<file path="src/rtl/calc_pkg.sv">
`default_nettype none
// ============================================================================
//  Module      : calc_pkg
//  Description : Shared definitions for the lab-2 calculator: instruction
//                opcodes, UART receiver state encoding, default clock/baud.
//  Revision    : 1.0  initial release
// ============================================================================
package calc_pkg;

  // Instruction opcodes carried in inst_wd[7:6]
  localparam logic [1:0] OP_PUSH = 2'b00;
  localparam logic [1:0] OP_ADD  = 2'b01;
  localparam logic [1:0] OP_MULT = 2'b10;
  localparam logic [1:0] OP_SEND = 2'b11;

  // Default system clock and serial line rate
  localparam int DEF_CLK_FREQ = 100_000_000;
  localparam int DEF_BAUD     = 1_000_000;

  // Receiver frame state; PARITY is only visited in the 8E1 build
  typedef enum logic [2:0] {
    RX_IDLE   = 3'd0,
    RX_START  = 3'd1,
    RX_DATA   = 3'd2,
    RX_PARITY = 3'd3,
    RX_STOP   = 3'd4,
    RX_BREAK  = 3'd5
  } rx_state_t;

endpackage
`default_nettype wire

</file>
<file path="src/rtl/uart_rx_sync.sv">
`default_nettype none
// ============================================================================
//  Module      : uart_rx_sync
//  Description : Two-flop synchronizer for the asynchronous serial line.
//                Both flops preset to 1 (line idle level) on reset.
//  Revision    : 1.0  initial release
// ============================================================================
module uart_rx_sync (
  input  logic clk,
  input  logic rst,
  input  logic rx_async,
  output logic rx_s
);

  logic meta_q;
  logic rx_s_q;

  // Two-stage resynchronisation into the clk domain
  always_ff @(posedge clk) begin
    if (rst) begin
      meta_q <= 1'b1;
      rx_s_q <= 1'b1;
    end else begin
      meta_q <= rx_async;
      rx_s_q <= meta_q;
    end
  end

  assign rx_s = rx_s_q;

endmodule
`default_nettype wire

</file>
<file path="src/rtl/uart_inst_rx.sv">
`default_nettype none
// ============================================================================
//  Module      : uart_inst_rx
//  Description : UART receiver (8N1, LSB first) delivering calculator
//                instruction bytes over a ready/valid handshake.
//                Optional macro UART_RX_PARITY_EN: 8E1 framing with a
//                parity_err pulse output; bad-parity bytes are dropped.
//  Revision    : 1.0  initial release
// ============================================================================
module uart_inst_rx
  import calc_pkg::*;
#(
  parameter int CLK_FREQ = DEF_CLK_FREQ,
  parameter int BAUD     = DEF_BAUD
) (
  input  logic       clk,
  input  logic       rst,
  input  logic       RsRx,
  input  logic       inst_rdy,
  output logic [7:0] inst_wd,
  output logic       inst_vld,
  output logic       busy,
  output logic       frame_err,
`ifdef UART_RX_PARITY_EN
  output logic       parity_err,
`endif
  output logic       overrun
);

  localparam int CLKS_PER_BIT = CLK_FREQ / BAUD;
  localparam int CW           = $clog2(CLKS_PER_BIT);
  localparam logic [CW-1:0] C_FULL_LAST = CW'(CLKS_PER_BIT - 1);
  localparam logic [CW-1:0] C_HALF_LAST = CW'(CLKS_PER_BIT / 2 - 1);
  localparam logic [CW-1:0] C_ONE       = CW'(1);

  logic rx_s;

  uart_rx_sync u_sync (
    .clk      (clk),
    .rst      (rst),
    .rx_async (RsRx),
    .rx_s     (rx_s)
  );

  rx_state_t     state_q,  state_d;
  logic [CW-1:0] baud_q,   baud_d;
  logic [2:0]    bit_q,    bit_d;
  logic [7:0]    shift_q,  shift_d;
  logic [7:0]    wd_q,     wd_d;
  logic          vld_q,    vld_d;
  logic          ferr_q,   ferr_d;
  logic          ovr_q,    ovr_d;
  // settle_q counts clocks since reset until the synchronizer output is real;
  // armed_q blocks start detection until the line has been seen high, so a
  // frame cut by reset is not mistaken for a new start bit.
  logic [1:0]    settle_q, settle_d;
  logic          armed_q,  armed_d;
`ifdef UART_RX_PARITY_EN
  logic          perr_q,   perr_d;
  logic          pbad_q,   pbad_d;
`endif
  logic          deliver;

  // Frame sequencing, shift register and output handshake
  always_comb begin
    state_d  = state_q;
    baud_d   = baud_q;
    bit_d    = bit_q;
    shift_d  = shift_q;
    wd_d     = wd_q;
    vld_d    = vld_q;
    ferr_d   = 1'b0;
    ovr_d    = ovr_q;
    settle_d = (settle_q == 2'd2) ? 2'd2 : settle_q + 2'd1;
    armed_d  = armed_q | ((settle_q == 2'd2) & rx_s);
`ifdef UART_RX_PARITY_EN
    perr_d   = 1'b0;
    pbad_d   = pbad_q;
`endif
    deliver  = 1'b0;

    case (state_q)
      RX_IDLE: begin
        if (armed_q && !rx_s) begin
          baud_d  = '0;
          bit_d   = 3'd0;
          state_d = RX_START;
        end
      end
      RX_START: begin
        if (baud_q == C_HALF_LAST) begin
          baud_d  = '0;
          state_d = rx_s ? RX_IDLE : RX_DATA;
        end else begin
          baud_d = baud_q + C_ONE;
        end
      end
      RX_DATA: begin
        if (baud_q == C_FULL_LAST) begin
          baud_d  = '0;
          shift_d = {rx_s, shift_q[7:1]};
          bit_d   = bit_q + 3'd1;
          if (bit_q == 3'd7) begin
`ifdef UART_RX_PARITY_EN
            state_d = RX_PARITY;
`else
            state_d = RX_STOP;
`endif
          end
        end else begin
          baud_d = baud_q + C_ONE;
        end
      end
`ifdef UART_RX_PARITY_EN
      RX_PARITY: begin
        if (baud_q == C_FULL_LAST) begin
          baud_d  = '0;
          pbad_d  = (^shift_q) != rx_s;
          perr_d  = (^shift_q) != rx_s;
          state_d = RX_STOP;
        end else begin
          baud_d = baud_q + C_ONE;
        end
      end
`endif
      RX_STOP: begin
        if (baud_q == C_FULL_LAST) begin
          baud_d = '0;
          if (rx_s) begin
`ifdef UART_RX_PARITY_EN
            deliver = !pbad_q;
`else
            deliver = 1'b1;
`endif
            state_d = RX_IDLE;
          end else begin
            ferr_d  = 1'b1;
            state_d = RX_BREAK;
          end
        end else begin
          baud_d = baud_q + C_ONE;
        end
      end
      RX_BREAK: begin
        if (rx_s) state_d = RX_IDLE;
      end
      default: state_d = RX_IDLE;
    endcase

    // A completed byte replaces the held one only if the slot is free or
    // being consumed this same cycle; otherwise it is lost and flagged.
    if (deliver) begin
      if (!vld_q || inst_rdy) begin
        wd_d  = shift_q;
        vld_d = 1'b1;
      end else begin
        ovr_d = 1'b1;
      end
    end else if (vld_q && inst_rdy) begin
      vld_d = 1'b0;
    end
  end

  // State and datapath registers
  always_ff @(posedge clk) begin
    if (rst) begin
      state_q  <= RX_IDLE;
      baud_q   <= '0;
      bit_q    <= 3'd0;
      shift_q  <= 8'h00;
      wd_q     <= 8'h00;
      vld_q    <= 1'b0;
      ferr_q   <= 1'b0;
      ovr_q    <= 1'b0;
      settle_q <= 2'd0;
      armed_q  <= 1'b0;
`ifdef UART_RX_PARITY_EN
      perr_q   <= 1'b0;
      pbad_q   <= 1'b0;
`endif
    end else begin
      state_q  <= state_d;
      baud_q   <= baud_d;
      bit_q    <= bit_d;
      shift_q  <= shift_d;
      wd_q     <= wd_d;
      vld_q    <= vld_d;
      ferr_q   <= ferr_d;
      ovr_q    <= ovr_d;
      settle_q <= settle_d;
      armed_q  <= armed_d;
`ifdef UART_RX_PARITY_EN
      perr_q   <= perr_d;
      pbad_q   <= pbad_d;
`endif
    end
  end

  assign inst_wd   = wd_q;
  assign inst_vld  = vld_q;
  assign busy      = (state_q != RX_IDLE);
  assign frame_err = ferr_q;
  assign overrun   = ovr_q;
`ifdef UART_RX_PARITY_EN
  assign parity_err = perr_q;
`endif

endmodule
`default_nettype wire

</file>
<file path="config.mk">
export PLATFORM = sky130hd
export DESIGN_NAME = uart_inst_rx
export DESIGN_NICKNAME = d
export VERILOG_FILES = /design/src/rtl/calc_pkg.sv /design/src/rtl/uart_rx_sync.sv /design/src/rtl/uart_inst_rx.sv
export SDC_FILE = /design/constraint.sdc
export NUM_CORES = 1
export LEC_CHECK = 0
export ABC_AREA = 1
export BUFFER_PORTS_ARGS = -buffer_cell sky130_fd_sc_hd__buf_2
export CORE_UTILIZATION = 55
export DETAILED_ROUTE_END_ITERATION = 6
export GPL_ROUTABILITY_DRIVEN = 1
export HOLD_SLACK_MARGIN = 0.12
export PLACE_DENSITY = 0.75
export SLEW_MARGIN = 30
export SYNTH_ARGS = -nofsm -noshare
export SYNTH_HDL_FRONTEND = slang
export SYNTH_SLANG_ARGS = --single-unit
</file>
<file path="constraint.sdc">
create_clock -name clk -period 1.8 [get_ports clk]
set_input_delay 0 -clock clk [delete_from_list [all_inputs] [get_ports clk]]
set_output_delay 0 -clock clk [all_outputs]
set_load 0.1 [all_outputs]
</file>
==> results.yml, run 1 <==
layout:
  stdcell_count: 317
  antennaDiodeCount: 0
  syn2layout_area_growth_pct: 10.0
  final_area_mm2: 0.00197
  drive_above_1_share_pct: 16.8
  mostFrequentLayoutCells: "nor2_1, nand2_1, dfxtp_1"
  nFillCells: 300
  nNetsFinal: 281
  layout_commonest_cell: "nor2_1"
grt:
  antenna_found_initial: 0
  grt_pass1_vias: 1318
  grt_overflow_total: 0
  grt.total_usage_pct: 20.7
  grt_pass1_wl_mm: 5.40
  grt_max_degree: 23
timing:
  period_share_pct: 82.4
  fin_setup_tns_ns: 0
  worstMarginPinSlew_ns: 0.598
  post-route-min-period_ns: 1.48
  finalHoldViolCount: 0
  relSlewSlack_pct: 60.1
  rsz0062_at_grt: "no"
  final_max_slew_viol_count: 0
  fin_ws_ns: 0.316
  setup_viol: 0
  fin_skew_ns: 0.00808
  fmax_ghz: 0.674
cts:
  cts_buffers: 5
  cts_tree: "yes"
  path_clk_slew_ns: 0.11
  clk_latency_ns: 0.34
  postCtsSetupRepairBufs: 0
  ctsRootBufferMaster: "clkbuf_4"
  clockBufferDepth: 2
  cts.sink_count: 37
  cts_htree_levels: 2
routing:
  vias: 1534
  via_per_inst: 4.84
  drc: 0
  ant_nets: 0
  routedWlPerCell_um: 9.90
  wirelength_mm: 3.14
  dr.pass1.iters: 5
  drtIter0Drc: 99
worst_setup_path:
  cp.required_ns: 2.09
  crit_path_start_kind: "flip-flop"
  critical_path_arrival_ns: 1.77
  cp-end-kind: "flip-flop"
  crit_fanout: 16
  crit_type: "reg -> reg"
die:
  rows: 20
  fp.dieW_um: 59.1
  io_pins: 16
  initial_utilization_pct: 58.3
  die_y_um: 59.1
  core_area_mm2: 0.00308
  dieArea_mm2: 0.00349
synthesis:
  yosys_warnings: 0
  syn-cell-area_mm2: 0.00179
  yosys.cell_types.count: 26
  ys_seq_elements: 37
  syn-num-nets: 261
  synthCells: 252
  synth_area_per_cell_um2: 7.11
  yosysSeqAreaShare_pct: 41.3
placed_design:
  dp_hpwl_mm: 2.32
  dp_slack_ns: 0.336
  gp_congestion: 0.865
  placed_cells: 305
  portBuffers: 15
  place_area_mm2: 0.00188
min_path:
  hold_class: "reg -> reg"
power_and_ir_drop:
  vdd_drop_max_uv: 968
  power_density_mw_per_mm2: 1240
  cellLeakagePower_nw: 0.975
run_status:
  outcome: "complete, no violations"
run:
  drv_cap: 0
## power breakdown
group / total, mW / internal (mW) / switching [mW]
Sequential: 0.968 / 0.884 / 0.0834
Clock: 0.412 / 0.154 / 0.258
Combinational: 1.06 / 0.307 / 0.757
## registers in the layout, summed over array words and instances (netlist names)
signal / flops
shift_q: 8
armed_q: 1
baud_q: 7
state_q: 3
settle_q: 2
u_sync.rx_s: 1
overrun: 1
inst_vld: 1
bit_q: 3
inst_wd: 8
frame_err: 1
u_sync.meta_q: 1
## critical path, cell delays in order, from the launching register on
cell	delay, ns
dfxtp_1	0.40
ha_1	0.24
nand2_1	0.07
nand3b_4	0.18
nand3b_4	0.27
nand2_1	0.10
nand2_1	0.05
nor2_1	0.11
## cell usage after synthesis
| cell | count | area, um2 |
|---|---|---|
| a21oi_1 | 10 | 50.1 |
| buf_2 | 1 | 5.00 |
| buf_4 | 2 | 15.0 |
| buf_6 | 2 | 22.5 |
| clkbuf_1 | 2 | 7.51 |
| dfxtp_1 | 37 | 741 |
| ha_1 | 5 | 62.6 |
| inv_1 | 28 | 105 |
| inv_2 | 2 | 7.51 |
| inv_4 | 1 | 6.26 |
| nand2_1 | 49 | 184 |
| nand2_2 | 8 | 50.1 |
| nand2_4 | 1 | 11.3 |
| nand3_1 | 14 | 70.1 |
| nand3_2 | 1 | 10.0 |
| nand3b_4 | 2 | 40.0 |
| nand4_1 | 2 | 12.5 |
| nor2_1 | 55 | 206 |
| nor2_2 | 5 | 31.3 |
| nor2_4 | 2 | 22.5 |
| nor3_1 | 3 | 15.0 |
| o21ai_0 | 12 | 60.1 |
| o21ai_1 | 1 | 5.00 |
| o21bai_1 | 3 | 22.5 |
| or2_2 | 2 | 12.5 |
| xor2_1 | 2 | 17.5 |
## metrics by stage
| step | hold slack, ns | total power, mW | utilization, % |
|---|---|---|---|
| 3_3_place_gp | 0.182 | 2.03 | 61.1 |
| 2_1_floorplan | 0.0793 | 1.87 | - |
| 3_5_place_dp | 0.190 | 2.03 | 61.1 |
| 6_report | 0.428 | 2.44 | 64.1 |
| 4_1_cts | 0.430 | 2.45 | 64.1 |
| 5_1_grt | 0.438 | 2.62 | 64.1 |
## cell type report
type	instances	area (um2)	area share (%)
Multi-Input combinational cell	177	883	44.8
Inverter	31	119	6.02
Timing Repair Buffer	20	123	6.21
Sequential cell	37	741	37.5
Clock inverter	1	7.51	0.380
Tap cell	44	55.1	2.79
Clock buffer	7	45.0	2.28
## final timing paths
path | cells after the start | slack, ns | end | from
setup / recovery | 7 | 0.32 | inst_wd[5] | baud_q[0]
hold / removal | 1 | 0.43 | u_sync.rx_s | u_sync.meta_q
setup reg to reg | 7 | 0.32 | inst_wd[5] | baud_q[0]
hold reg to reg | 1 | 0.43 | u_sync.rx_s | u_sync.meta_q
## routing by layer
metal	global-route usage, %	wire length (um)
met5	0	0
met4	10.2	79
met3	5.46	135
met2	34.4	1490
met1	24.6	1430
## cell families after synthesis
family,share of synthesized area [%]
buf+inv,9.42
compound gates,7.68
flops,41.3
xor+xnor,0.977
fa+ha+maj,3.49
simple gates,37.1
## repair_timing
item | 4_1_cts | 5_1_grt
resized for setup | 0 | 0
endpoints found under the hold margin | 13 | 0
hold buffers | 4 | 0
Note: power is estimated with default switching activity, not from simulation.
==> run 2: changes to the inputs <==
CORE_UTILIZATION = 52   (was 55)
PLACE_DENSITY = 0.74   (was 0.75)
clock period = 1.2 ns   (was 1.8 ns; I/O delays follow)
==> results.yml, run 2 (synthesized netlist as in run 1, its figures left out) <==
cts:
  clockBufferDepth: 2
  clk_latency_ns: 0.36
  cts_htree_levels: 2
  ctsRootBufferMaster: "clkbuf_4"
  cts_tree: "yes"
  cts.sink_count: 37
  path_clk_slew_ns: 0.12
  cts_buffers: 5
min_path:
  hold_path_end: "u_sync.meta_q"
  hold-path-cell-count: 3
  worstHoldStart: "RsRx"
  hold_class: "in -> reg"
die:
  initial_utilization_pct: 56.9
  fp.dieW_um: 60.7
  die_y_um: 60.7
  core_area_mm2: 0.00315
  io_pins: 16
  rows: 20
  dieArea_mm2: 0.00369
timing:
  finalHoldViolCount: 0
  rsz0062_at_grt: "yes"
  worstMarginPinSlew_ns: 0.562
  period_share_pct: 118
  final_max_slew_viol_count: 0
  setup_viol: 31
  relSlewSlack_pct: 62.5
  fin_skew_ns: 0.00967
  fin_ws_ns: -0.220
  fmax_ghz: 0.704
  post-route-min-period_ns: 1.42
power_and_ir_drop:
  switchingPower_mw: 2.19
  cellLeakagePower_nw: 1.19
  swShare_pct: 44.1
  power_density_mw_per_mm2: 1990
  comb_power_share_pct: 54.7
  power.share.sequential_pct: 30.1
  power.internal_mw: 2.77
  vdd_drop_max_uv: 1670
  power_frac_clock_pct: 15.2
routing:
  ant_nets: 0
  drc: 0
  vias: 1736
  via_per_inst: 4.96
  drtIter0Drc: 126
  wirelength_mm: 4.30
  dr.pass1.iters: 5
  routedWlPerCell_um: 12.3
worst_setup_path:
  worstReg2RegStart: "baud_q[0]"
  slowest_delay_ns: 0.39
  crit_slowest_cell: "dfxtp_4"
  crit_path_start_kind: "flip-flop"
  crit_fanout: 7
  cp_cell_sequence: "ha_4 -> nand2_1 -> nand3b_4 -> nor2_4 -> buf_6 -> o21ai_2 -> nor2_1"
  critical_path_arrival_ns: 1.72
  worstPathBufferInverterCount: 1
  r2r-end: "shift_q[5]"
  rrSetupSlack_ns: -0.22
  rr_worst_depth: 7
  cp-end-kind: "flip-flop"
  crit_type: "reg -> reg"
  cp_top_family: "simple AND/OR/NAND/NOR gates"
  cp.required_ns: 1.50
placed_design:
  place_area_mm2: 0.00214
  dp_hpwl_mm: 2.66
  dp_slack_ns: -0.214
  portBuffers: 15
  gp_congestion: 0.851
run_status:
  outcome: "finished, violations left"
  violations: "setup timing"
layout:
  final_area_mm2: 0.00249
  antennaDiodeCount: 0
  drive_above_1_share_pct: 39.5
  layout_commonest_cell: "nor2_1"
  nNetsFinal: 314
  mostFrequentLayoutCells: "nor2_1, nand2_1, buf_4"
  syn2layout_area_growth_pct: 38.7
grt:
  grt_pass1_vias: 1509
  grt_max_degree: 15
  antenna_found_initial: 0
  grt_overflow_total: 0
  grt.total_usage_pct: 24.0
  grt_pass1_wl_mm: 6.52
run:
  drv_cap: 0
-- run 2: cell count changes in the layout (fill, tap and decap cells not counted), sizes merged --
cell	delta
clkinvlp	-1
dlygate4sd3	-1
clkinv	+2
nand3b	+1
buf	+33
clkbuf	-1
-- run 2: layout make-up --
class / count / area, um2
flip-flops and latches: 37 / 761
repair buffers: 52 / 390
inverters: 31 / 126
fillers: 221 / 667
clock inverters: 2 / 13.8
well taps: 44 / 55.1
multi-input cells: 178 / 1090
clock buffers: 6 / 51.3
-- run 2: power groups by stage --
| stage | registers [mW] | clock network (mW) | logic [mW] |
|---|---|---|---|
| 2_1_floorplan | 1.46 | 0 | 1.47 |
| 3_3_place_gp | 1.48 | 0 | 2.11 |
| 3_5_place_dp | 1.48 | 0 | 2.14 |
| 4_1_cts | 1.49 | 0.741 | 2.32 |
| 5_1_grt | 1.51 | 0.810 | 2.91 |
| 6_report | 1.49 | 0.754 | 2.71 |
-- run 2: how the worst max path moves through the flow --
stage                          start    endpoint  slack [ns]  cells after the start
after floorplan           state_q[1]   baud_q[2]       -0.14                     11
final                      baud_q[0]  shift_q[5]       -0.22                      7
after global routing       baud_q[0]  shift_q[5]       -0.30                      7
after detailed placement   baud_q[1]    bit_q[0]       -0.21                      8
after global placement     baud_q[0]    bit_q[0]       -0.17                      8
after CTS                  baud_q[0]  shift_q[5]       -0.18                      7
-- run 2: layer usage --
| layer | GRT usage (%) | up-vias | share of wire, % |
|---|---|---|---|
| li1 | - | 900 | - |
| met1 | 31.1 | 786 | 44 |
| met2 | 39.4 | 39 | 49 |
| met3 | 6.82 | 11 | 5.0 |
| met4 | 6.49 | 0 | 1.8 |
| met5 | 0 | - | 0 |
-- run 2: metrics by stage --
| step | hold slack, ns | util, % | cells | setup TNS, ns | total power, mW |
|---|---|---|---|---|---|
| after floorplan | 0.0793 | - | 252 | -2.19 | 2.92 |
| after detailed placement | 0.192 | 67.8 | 330 | -3.99 | 3.62 |
| after global routing | 0.375 | 78.8 | 350 | -6.98 | 5.22 |
| final | 0.367 | 78.8 | 350 | -4.91 | 4.96 |
| after CTS | 0.362 | 74.4 | 347 | -3.88 | 4.55 |
| after global placement | 0.183 | 67.8 | 330 | -3.32 | 3.59 |
-- run 2: what timing repair did --
action | 4_1_cts | 5_1_grt
cloned | 1 | 0
hold endpoints to repair | 13 | 0
hold buffers | 3 | 0
resized for setup | 21 | 37
endpoints found under the setup margin | 32 | 32
pin swaps | 6 | 4
buffers inserted | 5 | 3
-- run 2: worst reg2reg max path, cell delays in order, from the launching register on --
cell	delay, ns
dfxtp_4	0.39
ha_4	0.13
nand2_1	0.05
nand3b_4	0.22
nor2_4	0.22
buf_6	0.19
o21ai_2	0.06
nor2_1	0.10
